File: config.mk
export PLATFORM = sky130hd
export DESIGN_NAME = title_loader_flat
export DESIGN_NICKNAME = d
export VERILOG_FILES = /design/src/rtl/title_loader_if.sv /design/src/rtl/title_loader.sv /design/src/flat_wrapper.sv
export SDC_FILE = /design/constraint.sdc
export NUM_CORES = 1
export LEC_CHECK = 0
export ABC_AREA = 0
export CAP_MARGIN = 0
export CORE_MARGIN = 4
export CORE_UTILIZATION = 63
export CTS_CLUSTER_SIZE = 20
export DETAILED_ROUTE_END_ITERATION = 7
export DONT_BUFFER_PORTS = 1
export GPL_ROUTABILITY_DRIVEN = 0
export GPL_TIMING_DRIVEN = 0
export PLACE_DENSITY = 0.89
export REMOVE_ABC_BUFFERS = 1
export SYNTH_ARGS = -nofsm -noshare
export SYNTH_HDL_FRONTEND = slang
export SYNTH_SLANG_ARGS = --single-unit
File: constraint.sdc
create_clock -name clk_pix -period 13.21 [get_ports clk_pix]
set_clock_uncertainty 0.2 [all_clocks]
set_input_delay 1.321 -clock clk_pix [delete_from_list [all_inputs] [get_ports clk_pix]]
set_output_delay 1.321 -clock clk_pix [all_outputs]
set_load 0.02 [all_outputs]
File: src/rtl/title_loader_if.sv
// Byte-stream handshake between a receive source and the title loader.
//   in_data  : received byte (source -> loader)
//   in_valid : in_data is valid (source -> loader)
//   in_ready : loader can accept a byte (loader -> source)
// A byte transfers on a clock edge where in_valid && in_ready.
interface title_loader_if;
  logic [7:0] in_data;
  logic       in_valid;
  logic       in_ready;

  modport master (output in_data, output in_valid, input in_ready);
  modport slave  (input in_data, input in_valid, output in_ready);
endinterface

File: src/rtl/title_loader.sv
// Parses framed title updates from a byte stream and holds NSLOT titles of
// NCHAR characters each as stable registers for the text display.
// Frame: STX, slot byte (0x30+k), NCHAR chars, XOR checksum (slot ^ raw chars).
// Characters are folded into the 0x20..0x5F font range; a verified frame is
// copied into its title on a cycle where commit_en is high.
// Ports:
//   clk_pix, rst_pix : clock, asynchronous active-high reset
//   rx               : byte stream (in_data / in_valid / in_ready)
//   commit_en        : frame-boundary commit strobe (tie high for immediate)
//   titles           : title registers, first char in the top byte
//   load_ok/load_err : one-cycle registered result pulses
//   err_code         : last rejection reason (1 slot, 2 checksum, 3 timeout)
//   busy             : loader is not idle
module title_loader #(
  parameter int         NCHAR   = 10,
  parameter int         NSLOT   = 3,
  parameter int         TIMEOUT = 1_000_000,
  parameter logic [7:0] STX     = 8'h02
) (
  input  logic                              clk_pix,
  input  logic                              rst_pix,
  title_loader_if.slave                     rx,
  input  logic                              commit_en,
  output logic [NSLOT-1:0][NCHAR*8-1:0]     titles,
  output logic                              load_ok,
  output logic                              load_err,
  output logic [1:0]                        err_code,
  output logic                              busy
);

  localparam int IDX_W  = (NCHAR > 1) ? $clog2(NCHAR) : 1;
  localparam int SLOT_W = (NSLOT > 1) ? $clog2(NSLOT) : 1;
  localparam int TMO_W  = $clog2(TIMEOUT + 1);

  typedef enum logic [2:0] {IDLE, SLOT, CHARS, CSUM, PEND} state_t;

  state_t                    state, state_nxt;
  logic [NCHAR-1:0][7:0]     shadow;
  logic [IDX_W-1:0]          idx;
  logic [7:0]                csum;
  logic [SLOT_W-1:0]         slot;
  logic [TMO_W-1:0]          tmo_cnt;

  logic                      accept;
  logic [7:0]                slot_off;
  logic                      slot_ok;
  logic                      tmo_hit;
  logic                      start, wr, commit;
  logic                      ok_nxt, err_nxt;
  logic [1:0]                code_nxt;

  function automatic logic [7:0] norm(input logic [7:0] b);
    if (b >= 8'h61 && b <= 8'h7A) return b - 8'h20;
    else if (b >= 8'h20 && b <= 8'h5F) return b;
    else return 8'h3F;
  endfunction

  assign rx.in_ready = (state != PEND);
  assign busy        = (state != IDLE);
  assign accept      = rx.in_valid && rx.in_ready;
  // Offset wraps for bytes below 0x30, so one unsigned compare covers both ends.
  assign slot_off    = rx.in_data - 8'h30;
  assign slot_ok     = (slot_off < 8'(NSLOT));
  assign tmo_hit     = (tmo_cnt == TMO_W'(TIMEOUT - 1));

  always_comb begin
    state_nxt = state;
    start     = 1'b0;
    wr        = 1'b0;
    commit    = 1'b0;
    ok_nxt    = 1'b0;
    err_nxt   = 1'b0;
    code_nxt  = err_code;
    case (state)
      IDLE: begin
        if (accept && rx.in_data == STX) state_nxt = SLOT;
      end
      SLOT: begin
        if (accept) begin
          if (rx.in_data == STX) begin
            state_nxt = SLOT;
          end else if (slot_ok) begin
            start     = 1'b1;
            state_nxt = CHARS;
          end else begin
            err_nxt   = 1'b1;
            code_nxt  = 2'd1;
            state_nxt = IDLE;
          end
        end else if (tmo_hit) begin
          err_nxt   = 1'b1;
          code_nxt  = 2'd3;
          state_nxt = IDLE;
        end
      end
      CHARS: begin
        if (accept) begin
          if (rx.in_data == STX) begin
            state_nxt = SLOT;
          end else begin
            wr = 1'b1;
            if (idx == IDX_W'(NCHAR - 1)) state_nxt = CSUM;
          end
        end else if (tmo_hit) begin
          err_nxt   = 1'b1;
          code_nxt  = 2'd3;
          state_nxt = IDLE;
        end
      end
      CSUM: begin
        if (accept) begin
          if (rx.in_data == csum) begin
            state_nxt = PEND;
          end else begin
            err_nxt   = 1'b1;
            code_nxt  = 2'd2;
            state_nxt = IDLE;
          end
        end else if (tmo_hit) begin
          err_nxt   = 1'b1;
          code_nxt  = 2'd3;
          state_nxt = IDLE;
        end
      end
      PEND: begin
        if (commit_en) begin
          commit    = 1'b1;
          ok_nxt    = 1'b1;
          state_nxt = IDLE;
        end
      end
      default: state_nxt = IDLE;
    endcase
  end

  always_ff @(posedge clk_pix or posedge rst_pix) begin
    if (rst_pix) state <= IDLE;
    else         state <= state_nxt;
  end

  always_ff @(posedge clk_pix or posedge rst_pix) begin
    if (rst_pix) begin
      titles   <= {(NSLOT * NCHAR){8'h20}};
      shadow   <= '0;
      idx      <= '0;
      csum     <= '0;
      slot     <= '0;
      tmo_cnt  <= '0;
      load_ok  <= 1'b0;
      load_err <= 1'b0;
      err_code <= 2'd0;
    end else begin
      load_ok  <= ok_nxt;
      load_err <= err_nxt;
      err_code <= code_nxt;
      if (start) begin
        slot <= slot_off[SLOT_W-1:0];
        idx  <= '0;
        csum <= rx.in_data;
      end
      // Index 0 is the first character; it lands in the top byte of the title.
      if (wr) begin
        shadow[IDX_W'(NCHAR - 1) - idx] <= norm(rx.in_data);
        idx  <= idx + IDX_W'(1);
        csum <= csum ^ rx.in_data;
      end
      if (commit) titles[slot] <= shadow;
      // Idle-gap counter only runs while a frame is being received.
      if (accept || state_nxt == IDLE || state_nxt == PEND) tmo_cnt <= '0;
      else                                                   tmo_cnt <= tmo_cnt + TMO_W'(1);
    end
  end

endmodule

File: src/flat_wrapper.sv
// flat-port wrapper written by rule: the top's interface ports become plain ports
module title_loader_flat 
#(
  parameter int         NCHAR   = 10,
  parameter int         NSLOT   = 3,
  parameter int         TIMEOUT = 1_000_000,
  parameter logic [7:0] STX     = 8'h02
)
  (clk_pix, rst_pix, commit_en, titles, load_ok, load_err, err_code, busy, rx_in_data, rx_in_valid, rx_in_ready);
  title_loader_if rx_i ();
  input  logic clk_pix;
  input  logic rst_pix;
  input  logic commit_en;
  output logic [NSLOT-1:0][NCHAR*8-1:0] titles;
  output logic load_ok;
  output logic load_err;
  output logic [1:0] err_code;
  output logic busy;
  input wire logic [$bits(rx_i.in_data)-1:0] rx_in_data;
  input wire logic [$bits(rx_i.in_valid)-1:0] rx_in_valid;
  output wire logic [$bits(rx_i.in_ready)-1:0] rx_in_ready;
  assign rx_i.in_data = rx_in_data;
  assign rx_i.in_valid = rx_in_valid;
  assign rx_in_ready = rx_i.in_ready;
  title_loader #(.NCHAR(NCHAR), .NSLOT(NSLOT), .TIMEOUT(TIMEOUT), .STX(STX)) u_core (.clk_pix(clk_pix), .rst_pix(rst_pix), .rx(rx_i), .commit_en(commit_en), .titles(titles), .load_ok(load_ok), .load_err(load_err), .err_code(err_code), .busy(busy));
endmodule
* After elaboration in Yosys (flattened, before gate mapping)
Cells that the tools add are included.
** Storage, ports and cells
- Bits in registers :: 361
- Memory bits (writable) :: 0
- Memories :: 0
- Bits of input ports :: 12
- Logic and storage cells :: 115
- Memory bits (read-only) :: 0
- Bits in latches :: 0
- Output and inout port bits :: 246
** Operators by class
- $lt $le $gt $ge :: 9
- Equal/unequal tests :: 14
- Multiplexer cells :: 51
- Multipliers :: 0
- Bitwise logic cells :: 1
- $add $sub $neg :: 5
- Shift operators :: 0
- Reductions and logical operators :: 14
- Divide/modulo/power cells :: 0
** Operators by type and width (number)
- 240-bit bitwise mux :: 1
- 80-bit demux with 2-bit select :: 1
- 80-bit bitwise mux :: 1
- 80-bit two-way mux :: 1
- 8-bit two-way mux :: 6
- 8-bit demux with 4-bit select :: 1
- 3-bit two-way mux :: 10
- 20-bit by 1-bit adder with 20-bit output (second input constant) :: 1
- 20-bit equality test (second input constant) :: 1
- 20-bit two-way mux :: 1
- 8-bit by 7-bit less-or-equal comparator with 1-bit output (second input constant) :: 2
- 1-bit two-way mux :: 16
- 2-bit two-way mux :: 8
- 8-bit by 6-bit subtractor with 8-bit output (second input constant) :: 2
- 3-bit case mux with 5 select lines :: 1
- 3-bit != test (second input constant) :: 4
- 8-bit by 2-bit equality test with 1-bit output (second input constant) :: 1
- 8-bit equality test :: 1
- 8-bit by 6-bit >= comparator with 1-bit output (second input constant) :: 1
- 8-bit by 7-bit >= comparator with 1-bit output (second input constant) :: 1
- 8-bit by 2-bit less-than comparator with 1-bit output (second input constant) :: 1
- 4-bit two-way mux :: 2
- 8-bit XOR :: 1
- 3-bit by 2-bit equality test with 1-bit output (second input constant) :: 2
- other kinds (18) :: 27

* Depth between registers and ports, before layout
- Depth after elaboration :: 10
- Depth in mapped cells :: 8
- Depth with buffers taken out :: 7

* Worst setup path after synthesis
No wires, ideal clock.
- Path kind :: input port to flip-flop
- From :: in rx_in_data[3]
- To :: reg u_core.shadow[0] (netlist name)
- Library setup time :: 0.125 ns
- Arrival :: 2.898 ns
- Path buffers :: 2
- Slack :: 9.987 ns
- Cell stages on the path :: 7
- Required time :: 12.885 ns
- Path through :: buf_2 -> nor4_4 -> a31oi_1 -> a22o_1 -> or3_1 -> buf_2 -> mux2_2
** On the way
- Longest elaborated chain between the ends :: 6
- Elaborated cells on any way between the ends :: 14
- Those cells by class :: order compare (4); eq/ne (1); mux (7); reduce/logical (2)
** RTL lines
- from (decl) :: RTL line flat_wrapper.sv:19 : input wire logic [$bits(rx_i.in_data)-1:0] rx_in_data;
- 8-bit by 6-bit >= comparator with 1-bit output or 8-bit by 7-bit less-or-equal comparator with 1-bit output (tied branches) :: RTL line title_loader.sv:54 : else if (b >= 8'h20 && b <= 8'h5F) return b;
- 1-bit logical AND :: RTL line title_loader.sv:54
- 8-bit two-way mux :: RTL line title_loader.sv:54
- 8-bit two-way mux :: RTL line title_loader.sv:53 : if (b >= 8'h61 && b <= 8'h7A) return b - 8'h20;
- 8-bit two-way mux :: RTL line title_loader.sv:162 : if (wr) begin
- 80-bit bitwise mux :: RTL line title_loader.sv:163 : shadow[IDX_W'(NCHAR - 1) - idx] <= norm(rx.in_data);
- to (signal, indexed assignment) :: RTL line title_loader.sv:163
- to (decl) :: RTL line title_loader.sv:38 : logic [NCHAR-1:0][7:0] shadow;
Parallel ways exist; a longest one is shown, timed or not. The select of a mux whose other input is x is not followed.
A chain may end at the register's enable or synchronous reset.

* Worst setup path in the final report
- From :: in rx_in_valid
- To :: reg u_core.shadow[44] (netlist name)
** On the way
- Longest elaborated chain between the ends :: 3
** RTL lines
- from (decl) :: RTL line flat_wrapper.sv:20 : input wire logic [$bits(rx_i.in_valid)-1:0] rx_in_valid;
- 1-bit logical AND :: RTL line title_loader.sv:60 : assign accept = rx.in_valid && rx.in_ready;
- 1-bit two-way mux :: RTL line title_loader.sv:97 : if (accept) begin
- 1-bit two-way mux :: RTL line title_loader.sv:74 : case (state)
No other way between the ends.

==> out/qor.csv <==
metric,value,unit
run status,"complete, no violations",
post-route minimum period,3.334,ns
P_sw,0.0004562,W
setup bufs post-CTS,0,
pin count of the biggest net entering global routing,124,
Max Clk Rate,300.0,MHz
Slew Limit Fails,0,
vias in the first global route,8619,
Worst-Margin Slew,1.052,ns
ANT cells,0,
layout net count,983,
peak supply drop,0.0001682,V
# IOs,258,
"Seq/Total Area, Yosys",63.25,%
synth-to-layout area growth,12.14,%
startpoint types,input pin,
antenna violations before repair,0,
Reg power frac,49.0,%
CP cell instances,"and4bb_2, a21boi_1, and3_1, nand2_1, mux2_2",
via count,7951,
layout cells sized above 1,42.73,%
Critical Path RT,13.40,ns
first-pass GRT wire length,51030,µm
Post-synth EDFFs,0,
"slowest stage cell, crit path",a21boi_1,
Routed Antenna Nets,0,
Leakage,8.028,nW
critical-path maximum fanout,13,
CTS resizes,0,
# rows,54,
routed len/inst,25.46,µm
Util after Layout,72.79,%
period utilization,25.24,%
htree depth,2,
final wirelength,32330,µm
"CP delay by family, top",simple AND/OR/NAND/NOR gates,
Starting Density,64.91,%
number of buffers added on ports,0,
CTS tree,done,
die width,158.9,µm
max_slew headroom,29.63,%
mapped cell area,14340,µm²
CP peak stage delay,0.81,ns
CTS buffer count,36,
Final HPWL DP,21280,µm
Power Density,140.4,nW/µm²
CTS Root Cell,clkbuf_16,
async set-reset flop share out of synthesis,100.0,%
post-route cell area,16080,µm²
Hold Buf Count CTS,0,
die height,158.9,µm
vias per inst,6.261,
GRT Total Usage,25.38,%
Synth warnings,0,
"Buf+Inv Stages, Crit Path",0,
DP Area,14760,µm²
RSZ-0062 raised after global routing,false,
Final setup viols,0,
Hold Path Class,reg2reg,
core footprint,22090,µm²
CP endpoint kind,flip-flop,
WP data arrival,3.52,ns
Avg Inst Size Synth,14.94,µm²
initial drt markers,460,
grt total ovfl,0,
"Clk pin slew, worst setup/hold paths",0.06,ns
Internal Power,0.001802,W
synth unique cells,60,
Main synth FF type,dfrtp_1,
Max Root-Sink Buffers,3,
Pre-antenna DRT Iters,4,
Die ar.,25240,µm²
drc violations,0,
Worst-Skew Late Latency,0.51,ns
Mapped Cells,960,
clk sinks,361,
critical path class,in2reg,
Switching Fraction,20.20,%
final hold viol count,0,
r2r setup slk,10.02,ns
Max-Cap Viols,0,
Clock Power Share,49.3,%
flop and latch count out of synthesis,361,
combinational cell fraction of total power,1.7,%
-- cells in the mapped netlist (2+ instances only) --
cell type | count | area (µm²)
nor3b_1 | 2 | 15.01
nand3_1 | 11 | 55.05
a211oi_1 | 2 | 15.01
a31oi_1 | 2 | 12.51
or4_1 | 2 | 15.01
and2_1 | 4 | 25.02
nor2_1 | 39 | 146.4
xnor2_1 | 19 | 166.4
o21a_1 | 2 | 15.01
and3_1 | 8 | 50.05
a2bb2oi_1 | 5 | 43.79
a21oi_1 | 8 | 40.04
o32a_1 | 6 | 60.06
nor4_1 | 2 | 12.51
nor3_1 | 7 | 35.03
ha_1 | 9 | 112.6
inv_1 | 10 | 37.54
o21ai_0 | 7 | 35.03
nand4_1 | 7 | 43.79
or3_1 | 6 | 37.54
dfrtp_1 | 331 | 8283
mux2_2 | 306 | 3446
buf_1 | 2 | 7.510
clkbuf_1 | 10 | 37.54
nand2b_1 | 3 | 18.77
xor2_1 | 13 | 113.9
buf_2 | 34 | 170.2
mux2_1 | 4 | 45.04
nand2_1 | 35 | 131.4
nand4b_1 | 2 | 17.52
a311oi_1 | 3 | 26.28
dfstp_2 | 30 | 788.3
and4_1 | 2 | 17.52
-- stage by stage --
stage	cells	hold slack [ns]	setup TNS, ns	setup WS, ns	total power (W)
after floorplan	913	0.2712	0	1.720	0.001152
after global placement	1193	0.2839	-479.72	-1.483	0.001162
after detailed placement	1204	0.3028	0	9.379	0.001166
after CTS	1270	0.3107	0	9.898	0.002276
after global routing	1270	0.3181	0	9.805	0.002331
final	1270	0.3098	0	9.876	0.002258
-- registers in the layout, indices dropped and copies added, names as in the netlist --
name and flops:
u_core.tmo_cnt 20, u_core.load_err 1, u_core.titles 240, u_core.state 3
u_core.idx 4, u_core.csum 8, u_core.err_code 2, u_core.slot 2
u_core.load_ok 1, u_core.shadow 80
-- layout by cell type, fill, tap and decap left out, drive strengths merged, types with 8 or more instances in the layout --
cell,count
dfrtp,331
mux2,310
clkbuf,47
nor2,39
nand2,35
dfstp,30
xnor2,19
xor2,13
inv,12
nand3,11
buf,11
ha,9
a21oi,8
and3,8
nor3,8
-- power by group through the flow --
stage	clock (W)	combinational [W]	sequential [W]
6_report	0.00111	0.0000375	0.00111
5_1_grt	0.00118	0.0000428	0.00111
4_1_cts	0.00113	0.0000392	0.00111
3_5_place_dp	0	0.0000391	0.00113
3_3_place_gp	0	0.0000344	0.00113
2_1_floorplan	0	0.0000248	0.00113
-- logic make-up after synthesis --
| kind of cell | count (synthesis) | share of synthesized area [%] |
|---|---|---|
| muxes | 311 | 24.41 |
| buffers and inverters | 57 | 1.841 |
| xor gates and xnor gates | 32 | 1.954 |
| and+or+nand+nor | 140 | 5.147 |
| adders and majority gates | 9 | 0.7852 |
| DFF | 361 | 63.25 |
| AOI/OAI and AO/OA | 50 | 2.609 |
-- per-layer routing --
layer  track usage (%)  vias up  wire, µm
li1                  -     3410         -
met1             30.44     4166     12390
met3             9.772       69      3035
met4             7.771        0       872
met5                 0        -         0
met2             42.97      306     16040
-- layout make-up --
class | count | area, µm²
clock buffers | 47 | 1023
inverters | 10 | 45.04
flip-flops and latches | 361 | 9071
multi-input cells | 542 | 5039
repair buffers | 11 | 257.7
well taps | 280 | 350.3
clock inverters | 19 | 296.5
fillers | 1272 | 6011
-- final timing paths --
path / start / endpoint / cells past startpoint
min in group asynchronous: rst_pix / u_core.titles[203]$_DFFE_PP0P_ / 1
worst max register to register: u_core.state[2]$_DFF_PP0_ / u_core.shadow[44]$_DFFE_PP0P_ / 5
worst max-delay path: rx_in_valid / u_core.shadow[44]$_DFFE_PP0P_ / 5
max in group asynchronous: rst_pix / u_core.titles[181]$_DFFE_PP1P_ / 3
worst min-delay path: u_core.csum[4]$_DFFE_PP0P_ / u_core.csum[4]$_DFFE_PP0P_ / 1
worst min register to register: u_core.csum[4]$_DFFE_PP0P_ / u_core.csum[4]$_DFFE_PP0P_ / 1
Note: power is estimated with default switching activity, not from simulation.
